### src/rtl/shader_pkg.sv
// Shared types for the shader upload path: instruction word, scheduler
// state encoding and the default shader memory depth.
package shader_pkg;

  localparam int NUM_INSTR_DEF = 8;

  typedef logic [7:0] instr_t;

  typedef enum logic [1:0] {
    ST_IDLE  = 2'd0,
    ST_ALIGN = 2'd1,
    ST_LOAD  = 2'd2
  } load_state_t;

endpackage

### src/rtl/sync_fifo.sv
// Single-clock FIFO with flush; a flush and a push in the same cycle leave
// exactly the pushed word in the FIFO.
module sync_fifo #(
  parameter int WIDTH = 8,
  parameter int DEPTH = 4
) (
  input  logic                   clk_i,
  input  logic                   rst_ni,
  input  logic                   flush_i,
  input  logic                   push_i,
  input  logic                   pop_i,
  input  logic [WIDTH-1:0]       wdata_i,
  output logic [WIDTH-1:0]       rdata_o,
  output logic [$clog2(DEPTH):0] level_o,
  output logic                   full_o,
  output logic                   empty_o
);

  localparam int AW = $clog2(DEPTH);

  logic [WIDTH-1:0] mem_q [DEPTH];
  logic [WIDTH-1:0] mem_d [DEPTH];
  logic [AW-1:0]    rd_ptr_q, rd_ptr_d;
  logic [AW-1:0]    wr_ptr_q, wr_ptr_d;
  logic [AW:0]      count_q, count_d;
  logic             do_push, do_pop;

  assign full_o  = (count_q == (AW+1)'(DEPTH));
  assign empty_o = (count_q == '0);
  assign rdata_o = mem_q[rd_ptr_q];
  assign level_o = count_q;
  assign do_push = push_i & ~full_o;
  assign do_pop  = pop_i & ~empty_o & ~flush_i;

  always_comb begin
    mem_d    = mem_q;
    rd_ptr_d = rd_ptr_q;
    wr_ptr_d = wr_ptr_q;
    count_d  = count_q;
    // Flush first so a same-cycle push lands in the emptied FIFO.
    if (flush_i) begin
      rd_ptr_d = '0;
      wr_ptr_d = '0;
      count_d  = '0;
    end
    if (do_push) begin
      mem_d[wr_ptr_d] = wdata_i;
      wr_ptr_d        = wr_ptr_d + AW'(1);
    end
    if (do_pop) begin
      rd_ptr_d = rd_ptr_q + AW'(1);
    end
    count_d = count_d + (AW+1)'(do_push) - (AW+1)'(do_pop);
  end

  always_ff @(posedge clk_i or negedge rst_ni) begin
    if (!rst_ni) begin
      for (int i = 0; i < DEPTH; i++) begin
        mem_q[i] <= '0;
      end
      rd_ptr_q <= '0;
      wr_ptr_q <= '0;
      count_q  <= '0;
    end else begin
      mem_q    <= mem_d;
      rd_ptr_q <= rd_ptr_d;
      wr_ptr_q <= wr_ptr_d;
      count_q  <= count_d;
    end
  end

endmodule

### src/rtl/shader_load_scheduler.sv
// Buffers uploaded instruction bytes and writes them into the rotating shader
// memory only during idle windows (vblank with no execution shift).
module shader_load_scheduler
  import shader_pkg::*;
#(
  parameter int NUM_INSTR  = NUM_INSTR_DEF,
  parameter int FIFO_DEPTH = 4
) (
  input  logic       clk_i,
  input  logic       rst_ni,
  input  logic       prog_start_i,
  input  logic       wr_valid_i,
  input  logic [7:0] wr_data_i,
  output logic       wr_ready_o,
  input  logic       vblank_i,
  input  logic       exec_shift_i,
  output logic       mem_shift_o,
  output logic       mem_load_o,
  output logic [7:0] mem_instr_o,
  output logic       busy_o,
  output logic       done_o
);

  localparam int RW = $clog2(NUM_INSTR);
  localparam int LW = $clog2(FIFO_DEPTH) + 1;

  load_state_t   state_q, state_d;
  logic [RW-1:0] rot_q, rot_d;
  logic [RW-1:0] wptr_q, wptr_d;
  logic          window, load_active;
  logic          fifo_full, fifo_empty, fifo_push;
  logic [LW-1:0] fifo_level;
  instr_t        fifo_head;

  // Strobes are gated by the live window so they drop in the same cycle
  // vblank ends or execution shifts, whatever the registered state says.
  assign window      = vblank_i & ~exec_shift_i;
  assign load_active = window & (state_q == ST_LOAD) & ~fifo_empty;
  assign mem_load_o  = load_active;
  assign mem_shift_o = load_active | (window & (state_q == ST_ALIGN));
  assign mem_instr_o = load_active ? fifo_head : '0;
  assign done_o      = load_active & (wptr_q == RW'(NUM_INSTR - 1));
  assign busy_o      = ~fifo_empty;
  assign wr_ready_o  = ~fifo_full;
  assign fifo_push   = wr_valid_i & ~fifo_full;

  sync_fifo #(
    .WIDTH (8),
    .DEPTH (FIFO_DEPTH)
  ) u_fifo (
    .clk_i   (clk_i),
    .rst_ni  (rst_ni),
    .flush_i (prog_start_i),
    .push_i  (fifo_push),
    .pop_i   (load_active),
    .wdata_i (wr_data_i),
    .rdata_o (fifo_head),
    .level_o (fifo_level),
    .full_o  (fifo_full),
    .empty_o (fifo_empty)
  );

  always_comb begin
    rot_d   = rot_q + RW'(exec_shift_i | mem_shift_o);
    wptr_d  = prog_start_i ? '0 : wptr_q + RW'(load_active);
    state_d = state_q;
    // A restart re-targets slot 0, so any alignment in progress is stale.
    if (!window || prog_start_i) begin
      state_d = ST_IDLE;
    end else begin
      case (state_q)
        ST_IDLE: begin
          if (!fifo_empty) begin
            state_d = (rot_q == wptr_q) ? ST_LOAD : ST_ALIGN;
          end
        end
        ST_ALIGN: begin
          if (rot_q + RW'(1) == wptr_q) begin
            state_d = ST_LOAD;
          end
        end
        ST_LOAD: begin
          state_d = (fifo_level > LW'(1)) ? ST_LOAD : ST_IDLE;
        end
        default: state_d = ST_IDLE;
      endcase
    end
  end

  always_ff @(posedge clk_i or negedge rst_ni) begin
    if (!rst_ni) begin
      state_q <= ST_IDLE;
      rot_q   <= '0;
      wptr_q  <= '0;
    end else begin
      state_q <= state_d;
      rot_q   <= rot_d;
      wptr_q  <= wptr_d;
    end
  end

endmodule

### config.mk
export PLATFORM = sky130hd
export DESIGN_NAME = shader_load_scheduler
export DESIGN_NICKNAME = d
export VERILOG_FILES = /design/src/rtl/shader_pkg.sv /design/src/rtl/sync_fifo.sv /design/src/rtl/shader_load_scheduler.sv
export SDC_FILE = /design/constraint.sdc
export NUM_CORES = 1
export LEC_CHECK = 0
export BUFFER_PORTS_ARGS = -buffer_cell sky130_fd_sc_hd__buf_2
export CAP_MARGIN = 30
export CELL_PAD_IN_SITES_DETAIL_PLACEMENT = 0
export CELL_PAD_IN_SITES_GLOBAL_PLACEMENT = 1
export CORE_ASPECT_RATIO = 1.75
export CORE_MARGIN = 2
export CORE_UTILIZATION = 30
export CTS_CLUSTER_DIAMETER = 150
export DETAILED_ROUTE_END_ITERATION = 7
export HOLD_SLACK_MARGIN = 0.1
export PLACE_DENSITY_LB_ADDON = 0.15
export SLEW_MARGIN = 10
export SYNTH_ARGS = -nofsm -noshare
export SYNTH_HDL_FRONTEND = slang
export SYNTH_SLANG_ARGS = --single-unit
### constraint.sdc
create_clock -name clk_i -period 2.9 [get_ports clk_i]
set_input_delay 0 -clock clk_i [delete_from_list [all_inputs] [get_ports clk_i]]
set_output_delay 0 -clock clk_i [all_outputs]
set_load 0.02 [all_outputs]
==> impl_results.md, run 1 <==
* Status: finished clean
* TritonCTS Buffers at 5
* Final std cell area, no fill at 2950 um^2
* Final Cycle Share at 79.9%
* Fmax at 431 MHz
* CTS max path bufs at 2
* Top sig layer: met4
* Synth Warn # at 0
* CP peak stage delay at 590 ps
* Vias in the first global route at 1741
* Die Width at 72.1 um
* Final setup viols at 0
* Setup Buffers After CTS at 0
* Die Height at 123 um
* Later-pin clock latency in the skew report at 290 ps
* P per Cell Area at 812 nW/um^2
* CP Max Fanout at 6
* Final hold violations at 0
* Worst Tran Pin Value at 590 ps
* Ant diodes at 0
* Asr flop ratio synth at 100%
* Clock root buffer: clkbuf_16
* Remaining antenna violation count at 0
* Placed Area at 2670 um^2
* Row count at 43
* 1st-pass router iterations at 4
* Worst Setup End Kind: flop
* Worst path cell trace: or3b_1 -> nand2_2 -> ha_1 -> inv_1 -> ha_1 -> inv_1 -> fa_1 -> xor2_1
* Die ar. at 8880 um^2
* Routed vias at 1541
* Mapped Cells at 175
* Clk pin slew, worst setup/hold paths at 60 ps
* Clock Skew at 3.23 ps
* Seq cells post-synth at 47
* Initial antenna violation count at 0
* Grt ovf at 0
* Library cells used by synthesis at 38
* Top_reg_cell synth: dfrtp_1
* MaxCap Viol Count at 0
* WHS Path Cells at 3
* Post-synth EDFFs at 0
* P_leak at 1.39 nW
* Synth area leaders: dfrtp_1 (48%), mux2_2 (14%), mux4_2 (7.4%)
* 1st-iter DRT viols at 76
* Sequential element share of the synthesized area at 48.3%
* GRT Total Usage at 13.0%
* Routed wl met3 at 143 um
* Synthesis-to-layout area growth at 21.1%
* Num ports at 27
* H-tree lvl count at 2
* Cts repair resizes at 0
* Startpoint type of the worst setup path: flop
* Pin count of the biggest net entering global routing at 29
* Initial Util at 30.8%
* Critical Path RT at 3070 ps
* Max-slew violation count at 0
* Final Net Count at 242
* Post-Syn Nets at 201
* FILL cells at 786
* DRT met1 WL at 1980 um
* First-pass GRT wire length at 8630 um
* Post-CTS Hold Fix Bufs at 12
* Vias per inst at 5.02
* RSZ-0062 raised after global routing: false
* Share of post-route cells with drive strength above 1 at 37.3%
* Area of the core at 7910 um^2
* Clk sink count at 47
* Count leader, synth: dfrtp_1
* Met2 wire length at 2840 um
* Final wirelength at 5060 um
* FF+latch area at 1180 um^2
* Biggest area consumer among synthesized cells: dfrtp_1
* Top cell type's share of synthesized area at 48.3%
* Commonest cells in the netlist: dfrtp_1 (47), mux2_2 (31), ha_1 (11)
* Setup_tns at 0 ps
* Routed WL per cell at 16.5 um
* Worst path slowest cell: or3b_1
* Crit Path Class: reg -> reg
* Synth Cell Area at 2430 um^2
* Multi-input gate area at 1180 um^2
* Drt drc at 0
* Port buffer count at 26
* HP Class: in -> reg
* Worst path arrival time at 2490 ps
* Worst rel slew slack at 60.6%
* Dpl hpwl at 3770 um
* Worst VDD drop at 401 uV
* Worst Reg2Reg Path Length in Cells at 8
* Post-Syn Area per Cell at 13.9 um^2
* Period minus WS final at 2320 ps
* GPL Wtd Cong at 0.679
* CTS tree: done
## final timing paths
| path | start | end | slack, ps |
|---|---|---|---|
| min | wr_valid_i | u_fifo.wr_ptr_q[0] | 120 |
| min reg2reg | u_fifo.mem_q[11] | u_fifo.mem_q[11] | 490 |
| max reg2reg | u_fifo.level_o[1] | u_fifo.level_o[2] | 580 |
| max | u_fifo.level_o[1] | u_fifo.level_o[2] | 580 |
| min in group asynchronous | rst_ni | u_fifo.mem_q[14] | 210 |
| max in group asynchronous | rst_ni | u_fifo.mem_q[8] | 2170 |
## cell type report
class | instances | area share [%]
multi-input combinational | 113 | 40.2
sequential | 47 | 39.9
timing repair buffer | 41 | 9.68
clock buffer | 7 | 5.18
tap | 90 | 3.82
inverter | 8 | 1.02
clock inverter | 1 | 0.255
## kinds of logic after synthesis
family,after synthesis,share of synthesized area [%]
AOI/OAI and AO/OA,13,3.85
xor gates and xnor gates,10,4.21
adders and majority gates,12,6.47
buffers and inverters,15,3.08
DFF,47,48.3
muxes,41,22.7
and+or+nand+nor,37,11.4
## registers in the layout, indices dropped and copies added (netlist names)
register         cells
wptr_q               3
u_fifo.wr_ptr_q      2
rot_q                3
u_fifo.rd_ptr_q      2
u_fifo.mem_q        32
u_fifo.level_o       3
state_q              2
## power breakdown
group | switching (W) | internal [W] | leakage [nW]
Clock | 0.000241 | 0.000367 | 0.0761
Combinational | 0.000303 | 0.000411 | 0.722
Sequential | 0.000154 | 0.000918 | 0.588
Total | 0.000698 | 0.00170 | 1.39
## per-stage QoR
step / instances / util (%) / hold slack, ps / setup slack (ps) / power (W)
6_report: 307 / 37.3 / 117 / 582 / 0.00239
5_1_grt: 307 / 37.3 / 130 / 453 / 0.00256
4_1_cts: 307 / 37.3 / 113 / 563 / 0.00245
3_3_place_gp: 286 / 33.5 / 221 / 605 / 0.00173
2_1_floorplan: 175 / - / -296 / 506 / 0.00159
3_5_place_dp: 287 / 33.7 / 0.638 / 577 / 0.00181
## per-layer routing
metal / vias to the layer above / GRT usage (%)
li1: 711 / -
met1: 800 / 13.7
met2: 23 / 24.4
met3: 7 / 2.69
met4: 0 / 5.66
met5: - / 0
## layout by cell type, fill, tap and decap left out, types with 2 or more instances in the layout
cell type      count
ha_1              11
xor2_1             3
buf_4              2
clkbuf_16          5
xnor2_1            6
a21oi_1            2
o31ai_1            3
nand3_4            4
inv_1              8
nor2b_1            6
and3_1             9
a21o_1             2
dlygate4sd3_1     12
dfrtp_1           47
o21bai_1           2
nand3_1            2
buf_2             26
nand2b_1           2
mux2_1             2
mux4_2             8
clkbuf_8           2
nor2_1             4
mux2_2            31
## critical path: cells and delay by family (launching register included)
kind / cells / cell delay [ps]
flip-flops: 1 / 420
adder cells (fa/ha/maj): 3 / 730
buffers and inverters: 2 / 100
XOR/XNOR: 1 / 170
AND/OR/NAND/NOR: 2 / 780
Note: power is estimated with default switching activity, not from simulation.
==> inputs of run 2 (changes only) <==
clock period = 2 ns   (was 2.9 ns; I/O delays follow)
==> run 2 against run 1 <==
Against the previous run: the run now ends with negative setup slack left; sequential power increased by 44%; critical path depth unchanged; register-to-register slack got worse by 660 ps; via count increased by 4.2%; non-clock buffer count is 15 higher; worst hold slack got worse by 9.4 ps; power grew 47%; core utilization up 1.4 points; count of clock-buffer cells in the layout shrank 1; final cell count up 4.9%.
==> impl_results.md, run 2 (synthesized netlist as in run 1, its figures left out) <==
* Vias per inst at 4.99 (was 5.02)
* Share of post-route cells with drive strength above 1 at 44.4% (was 37.3%)
* Final hold violations at 0 (unchanged)
* Worst path cell trace: or3b_1 -> nand2_2 -> ha_1 -> inv_1 -> ha_2 -> inv_2 -> fa_2 -> inv_2 (was or3b_1 -> nand2_2 -> ha_1 -> inv_1 -> ha_1 -> inv_1 -> fa_1 -> xor2_1)
* Drt drc at 0 (unchanged)
* Die ar. at 8880 um^2 (unchanged)
* Status: finished with violations (was finished clean)
* Worst Tran Pin Value at 481 ps (was 590 ps)
* Max reg flops at 32 (unchanged)
* RSZ-0062 raised after global routing: true (was false)
* Clock Skew at 6.71 ps (was 3.23 ps)
* TritonCTS Buffers at 5 (unchanged)
* Dpl cells at 299 (was 287)
* Routed vias at 1606 (was 1541)
* 1st-iter DRT viols at 56 (was 76)
* Clk sink count at 47 (unchanged)
* Crit Path Class: reg -> reg (unchanged)
* Critical Path RT at 2190 ps (was 3070 ps)
* Most common cell after layout, fill and taps aside: dfrtp_1 (unchanged)
* Area of the core at 7910 um^2 (unchanged)
* MaxCap Viol Count at 0 (unchanged)
* GPL Wtd Cong at 0.692 (was 0.679)
* First-pass GRT wire length at 9080 um (was 8630 um)
* Port buffer count at 26 (unchanged)
* HP Class: in -> reg (unchanged)
* Dpl hpwl at 4090 um (was 3770 um)
* Cell mode on critical path: inv_2
* Worst path bufs/invs at 3 (was 2)
* Worst path slowest cell: fa_2 (was or3b_1)
* Worst path arrival time at 2270 ps (was 2490 ps)
* 1st-pass router iterations at 4 (unchanged)
* Row count at 43 (unchanged)
* CP peak stage delay at 520 ps (was 590 ps)
* Failing checks: negative setup slack
* Grt ovf at 0 (unchanged)
* Final Cycle Share at 104% (was 79.9%)
* Post-route insts no fill at 322 (was 307)
* Final Worst Setup Slack at -77.7 ps (was 582 ps)
* Die Height at 123 um (unchanged)
* Clk pin slew, worst setup/hold paths at 60 ps (about the same)
* CP delay by family, top: adder cells (was simple AND/OR/NAND/NOR gates)
* Final Core Density at 38.6% (was 37.3%)
* Fmax at 481 MHz (was 431 MHz)
* Worst VDD drop at 461 uV (was 401 uV)
* Max-slew violation count at 0 (unchanged)
* Worst Hold Slack at 107 ps (was 117 ps)
* Clock root buffer: clkbuf_16 (unchanged)
* Synthesis-to-layout area growth at 25.5% (was 21.1%)
* CTS tree: done (unchanged)
* Startpoint type of the worst setup path: flop (unchanged)
* Largest Register: u_fifo.mem_q (unchanged)
* Ant diodes at 0 (unchanged)
* Worst Setup End Kind: flop (unchanged)
* Most frequent cells in the layout: dfrtp_1 (47), mux2_2 (31), buf_2 (26) (unchanged)
* Final std cell area, no fill at 3060 um^2 (was 2950 um^2)
* Worst rel slew slack at 67.9% (was 60.6%)
* Pin count of the biggest net entering global routing at 20 (was 29)
* Routed WL per cell at 17.1 um (was 16.5 um)
* CP Max Fanout at 3 (was 6)
* Vias in the first global route at 1808 (was 1741)
* Initial antenna violation count at 0 (unchanged)
* Later-pin clock latency in the skew report at 290 ps (about the same)
* CTS max path bufs at 2 (unchanged)
* Final Net Count at 257 (was 242)
* P_leak at 1.45 nW (was 1.39 nW)
* Initial Util at 30.8% (unchanged)
* GRT Total Usage at 14.0% (was 13.0%)
* Num ports at 27 (unchanged)
* Placed Area at 2760 um^2 (was 2670 um^2)
* Die Width at 72.1 um (unchanged)
* H-tree lvl count at 2 (unchanged)
* Power Total at 0.00352 W (was 0.00239 W)
* P per Cell Area at 1150 nW/um^2 (was 812 nW/um^2)
* Final setup viols at 2 (was 0)
* Final wirelength at 5500 um (was 5060 um)
* Remaining antenna violation count at 0 (unchanged)
* FILL cells at 766 (was 786)
* Period minus WS final at 2080 ps (was 2320 ps)
-- run 2: cell count changes in the layout (fill, tap and decap cells not counted), sizes merged --
| cell | before | now |
|---|---|---|
| buf | 29 | 44 |
| clkbuf | 7 | 6 |
| clkinv | 0 | 1 |
-- run 2: power by group --
part,internal [W],switching (W)
Sequential,0.00133,0.000213
Combinational,0.000664,0.000488
Clock,0.000462,0.000359
Total,0.00246,0.00106
-- run 2: routing by layer --
layer / wire (um) / track usage, %
met5: 0 / 0
met2: 3250 / 26.7
met3: 169 / 2.93
met1: 1980 / 14.2
met4: 97 / 5.78
-- run 2: cell type report --
class	count	area (um^2)	area share (%)
Clock buffer	6	129	4.22
Tap cell	90	113	3.69
Clock inverter	2	12.5	0.410
Sequential cell	47	1180	38.5
Timing Repair Buffer	56	385	12.6
Inverter	8	30.0	0.983
Multi-Input combinational cell	113	1210	39.6
-- run 2: final timing paths --
kind,end,cells past startpoint,slack [ps],start
setup / recovery,u_fifo.level_o[1],8,-80,u_fifo.level_o[0]
hold reg to reg,u_fifo.mem_q[4],1,500,u_fifo.mem_q[4]
hold / removal,state_q[0],4,110,exec_shift_i
setup reg to reg,u_fifo.level_o[1],8,-80,u_fifo.level_o[0]
min in group asynchronous,u_fifo.mem_q[20],2,180,rst_ni
max in group asynchronous,u_fifo.mem_q[22],3,1230,rst_ni
-- run 2: worst register-to-register path, stage by stage, from the launching register on --
cell	delay, ps
dfrtp_1	410
or3b_1	430
nand2_2	100
ha_1	220
inv_1	60
ha_2	170
inv_2	40
fa_2	520
inv_2	30
-- run 2: per-stage QoR --
stage	TNS, ps	setup slack, ps
final	-79.7	-77.7
after global routing	-314	-183
after CTS	-104	-77.2
after detailed placement	-99.4	-74.5
after global placement	-59.4	-52.1
after floorplan	-233	-138
-- run 2: repair_timing --
action,CTS,global route
cloned,0,0
hold buffers,12,0
setup buffers,1,2
hold endpoints to repair,85,0
pin swaps,1,3
setup endpoints to repair,2,3
gates resized for setup,1,4
==> inputs of run 3 (changes only) <==
RECOVER_POWER = 25   (was not set)
==> run 3 against run 2 <==
Against the previous run: the flow still finishes with violations (negative setup slack); sequential cell count is the same; highest routed layer unchanged; non-clock buffer count did not move; clock skew hardly changed; routed wire length barely moved.
==> impl_results.md, run 3 (synthesized netlist as in run 1, its figures left out) <==
* Max-slew violation count at 0 (unchanged)
* Later-pin clock latency in the skew report at 290 ps (about the same)
* Initial antenna violation count at 0 (unchanged)
* Most common cell after layout, fill and taps aside: dfrtp_1 (unchanged)
* Pre-CTS setup slack at -74.5 ps (unchanged)
* CP Max Fanout at 3 (unchanged)
* RSZ-0062 raised after global routing: true (unchanged)
* Power share of the combinational group at 32.8% (about the same)
* Sw Ratio at 30.2% (was 30.1%)
* Failing checks: negative setup slack (unchanged)
* Switch Pwr at 0.00106 W (about the same)
* Initial Util at 30.8% (unchanged)
* FF+latch area at 1180 um^2 (unchanged)
* Area of the core at 7910 um^2 (unchanged)
* Multi-input gate area at 1210 um^2 (unchanged)
* Pin count of the biggest net entering global routing at 20 (unchanged)
* Worst path bufs/invs at 3 (unchanged)
* Drt drc at 0 (unchanged)
* Most frequent cells in the layout: dfrtp_1 (47), mux2_2 (31), buf_2 (25) (was dfrtp_1 (47), mux2_2 (31), buf_2 (26))
* Final Cycle Share at 104% (about the same)
* 1st-iter DRT viols at 69 (was 56)
* Port buffer count at 26 (unchanged)
* Met1 Use GR at 14.2% (unchanged)
* Remaining antenna violation count at 0 (unchanged)
* Final Net Count at 257 (unchanged)
* Ant diodes at 0 (unchanged)
* Routed WL per cell at 17.1 um (about the same)
* CP delay by family, top: adder cells (unchanged)
* Met2 Resource Use GR at 26.7% (unchanged)
* Met3 Use GR at 2.93% (unchanged)
* Pint at 0.00246 W (about the same)
* Final Worst Setup Slack at -79.0 ps (was -77.7 ps)
* Vias per inst at 4.98 (was 4.99)
* Crit Reg-Reg Startpoint: u_fifo.level_o[0] (unchanged)
* CTS tree: done (unchanged)
* Clock Skew at 6.71 ps (about the same)
* Worst Tran Pin Value at 1030 ps (was 481 ps)
* Dpl hpwl at 4090 um (unchanged)
* FILL cells at 766 (unchanged)
* Worst path cell trace: or3b_1 -> nand2_2 -> ha_1 -> inv_1 -> ha_2 -> inv_2 -> fa_2 -> inv_2 (unchanged)
* Post-route insts no fill at 322 (unchanged)
* 1st-pass router iterations at 4 (unchanged)
* Share of post-route cells with drive strength above 1 at 44.0% (was 44.4%)
* Synthesis-to-layout area growth at 25.3% (was 25.5%)
* Dpl cells at 299 (unchanged)
* HP Class: in -> reg (unchanged)
* Max reg flops at 32 (unchanged)
* Crit Path Class: reg -> reg (unchanged)
* TritonCTS Buffers at 5 (unchanged)
* Setup_tns at -81.9 ps (was -79.7 ps)
* GRT Total Usage at 14.0% (unchanged)
* CP peak stage delay at 520 ps (about the same)
* Routed vias at 1603 (was 1606)
* Worst setup startpoint: u_fifo.level_o[0] (unchanged)
* Worst rel slew slack at 31.1% (was 67.9%)
* Hold path start: exec_shift_i (unchanged)
* Die ar. at 8880 um^2 (unchanged)
* Num ports at 27 (unchanged)
* Startpoint type of the worst setup path: flop (unchanged)
* CTS max path bufs at 2 (unchanged)
* Final setup viols at 2 (unchanged)
* Largest Register: u_fifo.mem_q (unchanged)
* Critical Path RT at 2190 ps (about the same)
* MaxCap Viol Count at 0 (unchanged)
* Worst Setup End Kind: flop (unchanged)
* Placed Area at 2760 um^2 (unchanged)
* Clk pin slew, worst setup/hold paths at 60 ps (about the same)
* Worst VDD drop at 461 uV (about the same)
* Worst path arrival time at 2270 ps (about the same)
* P per Cell Area at 1150 nW/um^2 (about the same)
* Final hold violations at 0 (unchanged)
* Cell mode on critical path: inv_2 (unchanged)
* GPL Wtd Cong at 0.692 (unchanged)
* Final Core Density at 38.6% (about the same)
* Vias in the first global route at 1808 (unchanged)
* H-tree lvl count at 2 (unchanged)
* Clk sink count at 47 (unchanged)
* Clock root buffer: clkbuf_16 (unchanged)
* Fmax at 481 MHz (about the same)
* Die Width at 72.1 um (unchanged)
* Worst path slowest cell: fa_2 (unchanged)
* Grt ovf at 0 (unchanged)
* Final std cell area, no fill at 3050 um^2 (was 3060 um^2)
* Die Height at 123 um (unchanged)
* First-pass GRT wire length at 9080 um (unchanged)
* Status: finished with violations (unchanged)
* Period minus WS final at 2080 ps (about the same)
* Row count at 43 (unchanged)
* P_leak at 1.45 nW (about the same)
* Final wirelength at 5500 um (about the same)
* Clock power frac at 23.3% (about the same)
* GRT busiest layer: met2 (unchanged)
* Sequential share of power at 43.9% (about the same)
## run 3: cell types whose count changed in the layout (fill, tap and decap cells not counted)
cell	delta
clkbuf_1	+1
clkbuf_2	+1
buf_2	-1
buf_4	-1
## run 3: final timing paths
kind | endpoint | cells after the start | slack (ps)
min | state_q[0] | 4 | 110
min reg2reg | u_fifo.mem_q[4] | 1 | 500
max | u_fifo.level_o[1] | 8 | -80
max reg2reg | u_fifo.level_o[1] | 8 | -80
max in group asynchronous | wptr_q[2] | 3 | 630
min in group asynchronous | u_fifo.mem_q[20] | 2 | 410
## run 3: per-stage QoR
| stage | hold WS [ps] | total power [W] |
|---|---|---|
| floorplan | -296 | 0.00235 |
| global placement | -43.4 | 0.00260 |
| detailed placement | -37.0 | 0.00272 |
| CTS | 103 | 0.00358 |
| global route | 159 | 0.00376 |
| finish | 107 | 0.00352 |
## run 3: layout make-up
class	instances	share of cell area, %
Sequential cell	47	38.5
Clock buffer	6	4.22
Tap cell	90	3.69
Clock inverter	2	0.410
Multi-Input combinational cell	113	39.6
Timing Repair Buffer	56	12.5
Inverter	8	0.984
## run 3: worst register-to-register path: cells and delay by family, from the launching register on
family | cells | cell delay, ps
buffers and inverters | 3 | 130
AND/OR/NAND/NOR | 2 | 530
adder cells (fa/ha/maj) | 3 | 910
flip-flops | 1 | 410
## run 3: timing repair
| action | CTS | global route |
|---|---|---|
| endpoints found under the setup margin | 2 | 3 |
| hold endpoints to repair | 85 | 0 |
| hold buffers | 12 | 0 |
| pin swaps | 1 | 3 |
| resized for setup | 1 | 4 |
| buffers inserted | 1 | 2 |
## run 3: per-layer routing
| metal | routed length (um) | vias to the layer above |
|---|---|---|
| met2 | 3250 | 29 |
| met4 | 97 | 0 |
| met1 | 1980 | 825 |
| met3 | 177 | 7 |
| li1 | - | 742 |
| met5 | 0 | - |
## run 3: power by group through the flow
stage,Sequential (W),Clock (W),Combinational [W]
2_1_floorplan,0.00149,0,0.000855
3_3_place_gp,0.00151,0,0.00108
4_1_cts,0.00155,0.000855,0.00118
6_report,0.00154,0.000821,0.00115
3_5_place_dp,0.00156,0,0.00115
5_1_grt,0.00159,0.000900,0.00127
